--- src/rtl/rom_read_arbiter.sv ---
// rom_read_arbiter: shares one single-port synchronous ROM between N_REQ read
// requesters. Each requester gets a one-cycle grant pulse, the ROM address is
// registered on that grant, and the read data comes back one cycle later
// tagged with a one-hot rvalid strobe.
//
// Build option: define ROM_ARB_FIXED_PRIO_EN for fixed priority, where the
// lowest-index eligible requester always wins and there is no round-robin
// pointer. Without it, the arbiter is round-robin.
module rom_read_arbiter #(
    parameter int N_REQ  = 2,
    parameter int ADDR_W = 5,
    parameter int DATA_W = 8
) (
    input  logic                      clk,
    input  logic                      reset_n,
    input  logic [N_REQ-1:0]          req,
    input  logic [N_REQ*ADDR_W-1:0]   addr,
    output logic [N_REQ-1:0]          gnt,
    output logic [N_REQ-1:0]          rvalid,
    output logic [DATA_W-1:0]         rdata,
    output logic [ADDR_W-1:0]         rom_address,
    input  logic [DATA_W-1:0]         rom_q
);

    localparam int PTR_W = (N_REQ > 1) ? $clog2(N_REQ) : 1;

    logic [N_REQ-1:0]  gnt_q, gnt_d;
    logic [N_REQ-1:0]  vld_q, vld_d;
    logic [ADDR_W-1:0] rom_address_q, rom_address_d;
    logic [N_REQ-1:0]  elig;
    logic              found;
    logic [PTR_W-1:0]  win_idx;
    logic [PTR_W-1:0]  base_ptr;

`ifdef ROM_ARB_FIXED_PRIO_EN
    // Fixed priority always scans from requester 0.
    assign base_ptr = '0;
`else
    logic [PTR_W-1:0]  rr_ptr_q, rr_ptr_d;

    assign base_ptr = rr_ptr_q;
`endif

    // Pick the first eligible requester at or above base_ptr, wrapping around.
    // The requester holding this cycle's grant is masked so that its
    // still-high req is not served twice.
    always_comb begin
        elig    = req & ~gnt_q;
        found   = 1'b0;
        win_idx = '0;
        for (int k = 0; k < N_REQ; k++) begin
            if (!found && elig[(int'(base_ptr) + k) % N_REQ]) begin
                found   = 1'b1;
                win_idx = PTR_W'((int'(base_ptr) + k) % N_REQ);
            end
        end
    end

    // Next-state logic: register the winner's grant and address; vld follows gnt.
    always_comb begin
        gnt_d         = '0;
        rom_address_d = rom_address_q;
        vld_d         = gnt_q;
`ifndef ROM_ARB_FIXED_PRIO_EN
        rr_ptr_d      = rr_ptr_q;
`endif
        if (found) begin
            gnt_d         = N_REQ'(1) << win_idx;
            rom_address_d = addr[int'(win_idx)*ADDR_W +: ADDR_W];
`ifndef ROM_ARB_FIXED_PRIO_EN
            rr_ptr_d      = PTR_W'((int'(win_idx) + 1) % N_REQ);
`endif
        end
    end

    // State registers. Reset clears vld, so a read in flight at reset gets no rvalid.
    always_ff @(posedge clk or negedge reset_n) begin
        if (!reset_n) begin
            gnt_q         <= '0;
            vld_q         <= '0;
            rom_address_q <= '0;
`ifndef ROM_ARB_FIXED_PRIO_EN
            rr_ptr_q      <= '0;
`endif
        end else begin
            gnt_q         <= gnt_d;
            vld_q         <= vld_d;
            rom_address_q <= rom_address_d;
`ifndef ROM_ARB_FIXED_PRIO_EN
            rr_ptr_q      <= rr_ptr_d;
`endif
        end
    end

    assign gnt         = gnt_q;
    assign rvalid      = vld_q;
    assign rom_address = rom_address_q;
    assign rdata       = (|vld_q) ? rom_q : '0;

endmodule

--- config.mk ---
export PLATFORM = sky130hd
export DESIGN_NAME = rom_read_arbiter
export DESIGN_NICKNAME = d
export VERILOG_FILES = /design/src/rtl/rom_read_arbiter.sv
export SDC_FILE = /design/constraint.sdc
export NUM_CORES = 1
export LEC_CHECK = 0
export ABC_CLOCK_PERIOD_IN_PS = 1580
export CELL_PAD_IN_SITES_DETAIL_PLACEMENT = 1
export CELL_PAD_IN_SITES_GLOBAL_PLACEMENT = 2
export CORE_UTILIZATION = 16
export DETAILED_ROUTE_END_ITERATION = 7
export GPL_ROUTABILITY_DRIVEN = 1
export HOLD_SLACK_MARGIN = 0.03
export PLACE_DENSITY_LB_ADDON = 0.1
export RECOVER_POWER = 50
export SETUP_SLACK_MARGIN = 0.5
export SLEW_MARGIN = 30
export SYNTH_ARGS = -nofsm -noshare
export SYNTH_HDL_FRONTEND = slang
export SYNTH_SLANG_ARGS = --single-unit
--- constraint.sdc ---
create_clock -name clk -period 1.58 [get_ports clk]
set_input_delay 0.316 -clock clk [delete_from_list [all_inputs] [get_ports clk]]
set_output_delay 0.316 -clock clk [all_outputs]
set_load 0.05 [all_outputs]
# After elaboration in Yosys (flattened, before gate mapping)
# Index checks and enable logic that the tools add are counted.
[word_totals]
ff_bits = 10
inputBits = 22
output_inout_bits = 17
word_cells = 28
[classes]
n_addsub = 2
multipliers = 1
order_cmp = 2
n_shift = 2
mux = 11
bitwise = 3
reduce_logical = 3
[op_table]
columns = ["operator", "n"]
rows = [
  ["10-bit by 5-bit variable part select with 5-bit output", 1],
  ["1-bit 2-to-1 mux", 9],
  ["8-bit 2-to-1 mux", 1],
  ["1-bit by 3-bit multiplier with 4-bit output, second input constant", 1],
  ["2-bit by 3-bit < comparator with 1-bit output, second input constant", 1],
  ["1-bit adder, second input constant", 2],
  ["2-bit bitwise AND", 1],
  ["1-bit by 2-bit < comparator with 1-bit output, second input constant", 1],
  ["2-bit 2-to-1 mux", 1],
  ["2-bit NOT", 1],
  ["2-bit OR reduction", 1],
  ["1-bit by 1-bit left shift with 2-bit output, first input constant", 1],
  ["1-bit bitwise AND, first input constant", 1],
  ["1-bit logical AND", 1],
  ["1-bit zero test", 1],
]

# Logic depth before layout (Yosys ltp)
[logic_depth]
word_depth = 10
ltp_mapped = 4
depth_no_buf = 3

# Worst setup path before layout
# OpenSTA, ideal clock, no wires.
[synth_path]
path_kind = "register to output"
startpoint = "reg vld_q[1], in the netlist rvalid[1]"
endpoint = "out rdata[0]"
arrival_time_ps = 1559
t_required_ps = 1264
slack_ps = -295
path_stages_with_launch = 3
n_path_buf = 0
path_cell_list = "dfrtp_1 -> nor2_1 -> nor2b_1"
[synth_between]
elab_chain_len = 2
[synth_rtl]
columns = ["item", "line", "text"]
rows = [
  ["from (decl)", "28", "logic [N_REQ-1:0] vld_q, vld_d;"],
  ["from (signal assigned)", "87", "vld_q <= vld_d;"],
  ["2-bit OR reduction", "98", "assign rdata = (|vld_q) ? rom_q : '0;"],
  ["8-bit 2-to-1 mux", "98", ""],
  ["to (decl)", "20", "output logic [DATA_W-1:0] rdata,"],
]
# Every way passes these cells.

# Worst setup path after layout
[layout_path]
startpoint = "reg vld_q[0], in the netlist rvalid[0]"
endpoint = "out rdata[5]"
# Same word-level chain as after synthesis.

==> impl_metrics.json <==
{
  "io_pins": 39,
  "rows": 19,
  "synth_compound_area_share_pct": 16.1,
  "htree_levels": 1,
  "route.detailed.drc": 0,
  "power.density_nw_per_um2": 1230,
  "root_buffer": "clkbuf_4",
  "holdBufCountCts": 0,
  "min_period_ns": 1.48,
  "syn2layout_area_growth_pct": 166,
  "final-max-slew-violation-count": 0,
  "viasPerCell": 4.18,
  "cts.path.max_buffers": 2,
  "yosysSeqAreaShare_pct": 53.8,
  "synth_top_family_by_area": "simple AND/OR/NAND/NOR gates",
  "synth_xor_area_share_pct": 0,
  "drt-initial-drc-count": 5,
  "dieWidth_um": 55.9,
  "synth.distinct_cells": 12,
  "yosysWarnings": 0,
  "cts.clk_slew.worst_paths_ns": 0.07,
  "finish.utilization_pct": 44.8,
  "syn_inst": 40,
  "syn_area_sq_um": 465,
  "tritoncts": "yes",
  "ir_drop_mv": 0.795,
  "antenna_found_initial": 0,
  "hpwl_um": 1290,
  "dp_worst_setup_slack_ns": -0.0533,
  "grt.total_usage_pct": 11.8,
  "crit_path_max_fanout": 8,
  "holdWs_ns": 0.440,
  "worstMarginPinSlew_ns": 0.480,
  "die_y_um": 55.9,
  "num_vias": 523,
  "met2WireLength_um": 880,
  "wl_per_cell_um": 13.4,
  "core-area_sq_um": 2760,
  "status": "finished, final reports clean",
  "worst_ep_required_time_ns": 1.26,
  "wl_um": 1680,
  "synth_nets": 62,
  "first_pass_iters": 2,
  "worstPathArrival_ns": 1.17,
  "power_leakage_nw": 0.556,
  "top_layer": "met4",
  "clock_latency_ns": 0.27,
  "grt_max_degree": 11,
  "start_util_pct": 16.9,
  "wl_met3_um": 93,
  "cp-start-kind": "register",
  "grt_pass1_vias": 541,
  "worst_setup_path_end_kind": "primary output",
  "fin_ws_ns": 0.0985,
  "dieArea_sq_um": 3130,
  "cap_viol_max_count": 0,
  "relSlewSlack_pct": 67.9,
  "cts_made_buffers": 3,
  "clock-sinks": 10,
  "diodes": 0,
  "path_class": "reg -> out",
  "period_share_pct": 93.8,
  "synth_mux_area_share_pct": 0,
  "layout.nets": 117,
  "multi_input_area_sq_um": 267,
  "synth_simple_gate_area_share_pct": 25.3,
  "rsz0062_at_grt": "yes",
  "hold_class": "in -> async",
  "setup_violations": 0,
  "setup_tns_ns": 0,
  "final_hold_viol_count": 0,
  "regArea_sq_um": 254,
  "route.layer.met1.wl_um": 693,
  "yosys_register_bits": 10,
  "grt_pass1_wl_um": 2700,
  "synth_adder_area_share_pct": 0,
  "io_buffers": 38,
  "antenna_left": 0,
  "layout-drive-gt1-share_pct": 57.4,
  "fin_worst_skew_ns": 0.00406,
  "n_fill_cell": 291,
  "grt-ovfl-total": 0,
  "syn_area_per_cell_sq_um": 11.6,
  "gp_congestion": 0.672,
  "fmax_mhz": 675
}
path summary, 6_finish.rpt:
check,start,endpoint,slack [ns],cells after the start
max reg2reg,gnt[0],rom_address[0],0.17,4
min reg2reg,gnt[0],rvalid[0],0.44,0
min,reset_n,rom_address[2],0.44,1
max,rvalid[0],rdata[5],0.1,4
min in group clk,gnt[0],rvalid[0],0.44,0
max in group asynchronous,reset_n,rvalid[0],0.78,1
cell type report:
class,count,share of cell area (%)
multi-input cells,26,21.6
inverters,3,0.911
well taps,31,3.14
clock buffers,4,2.94
repair buffers,51,50.9
flip-flops and latches,10,20.5
layout by cell type (no fill, tap or decap), types with 4 or more instances in the layout:
master,n
clkbuf_4,4
buf_4,9
clkdlybuf4s50_1,18
nor2b_4,8
o221a_2,5
dfrtp_1,7
buf_12,16
metrics by stage:
step                area, sq um  power [W]  std cells
floorplan                   546   0.000807         40
global placement           1110    0.00122        109
detailed placement         1110    0.00122        109
CTS                        1220    0.00154        121
global route               1240    0.00159        125
finish                     1240    0.00152        125
synthesized netlist by cell type:
cell type  count  area [sq um]
buf_6          1          11.3
dfrtp_1       10           250
o21ai_2        1          8.76
o21ai_0        1          5.00
a21oi_1        1          5.00
or3_1          5          31.3
inv_1          3          11.3
nor2_1         2          7.51
nor2b_1        9          56.3
o221a_2        5          56.3
and3b_1        1          8.76
nand2b_4       1          13.8
layer usage:
metal  global-route usage, %  up-vias
met5                       0        -
met4                    4.18        0
met3                    3.49        2
met2                    19.3       23
met1                    14.7      250
li1                        -      248
flip-flops by register name, indices dropped and copies added (netlist names):
register / flops
rvalid: 2
base_ptr: 1
rom_address: 5
gnt: 2
kinds of logic (layout without fill, tap and decap cells):
group / after synthesis / after routing
simple gates: 18 / 18
flops: 10 / 10
compound gates: 8 / 8
buf+inv: 4 / 58
critical path, stage by stage (launching register included):
cell     delay (ns)
dfrtp_2        0.42
nor2_4         0.12
buf_12         0.16
nor2b_4        0.05
buf_12         0.14
repair_timing:
action | in CTS | in global routing
endpoints found under the setup margin | 22 | 23
gates cloned | 0 | 0
setup buffers | 8 | 4
resized for setup | 7 | 3
power by group:
group / switching, W / internal [W]
combinational: 0.000451 / 0.000465
sequential: 0.0000535 / 0.000315
clock: 0.0000939 / 0.000140
total: 0.000598 / 0.000921
No activity file was read; power rests on OpenSTA's default activity.
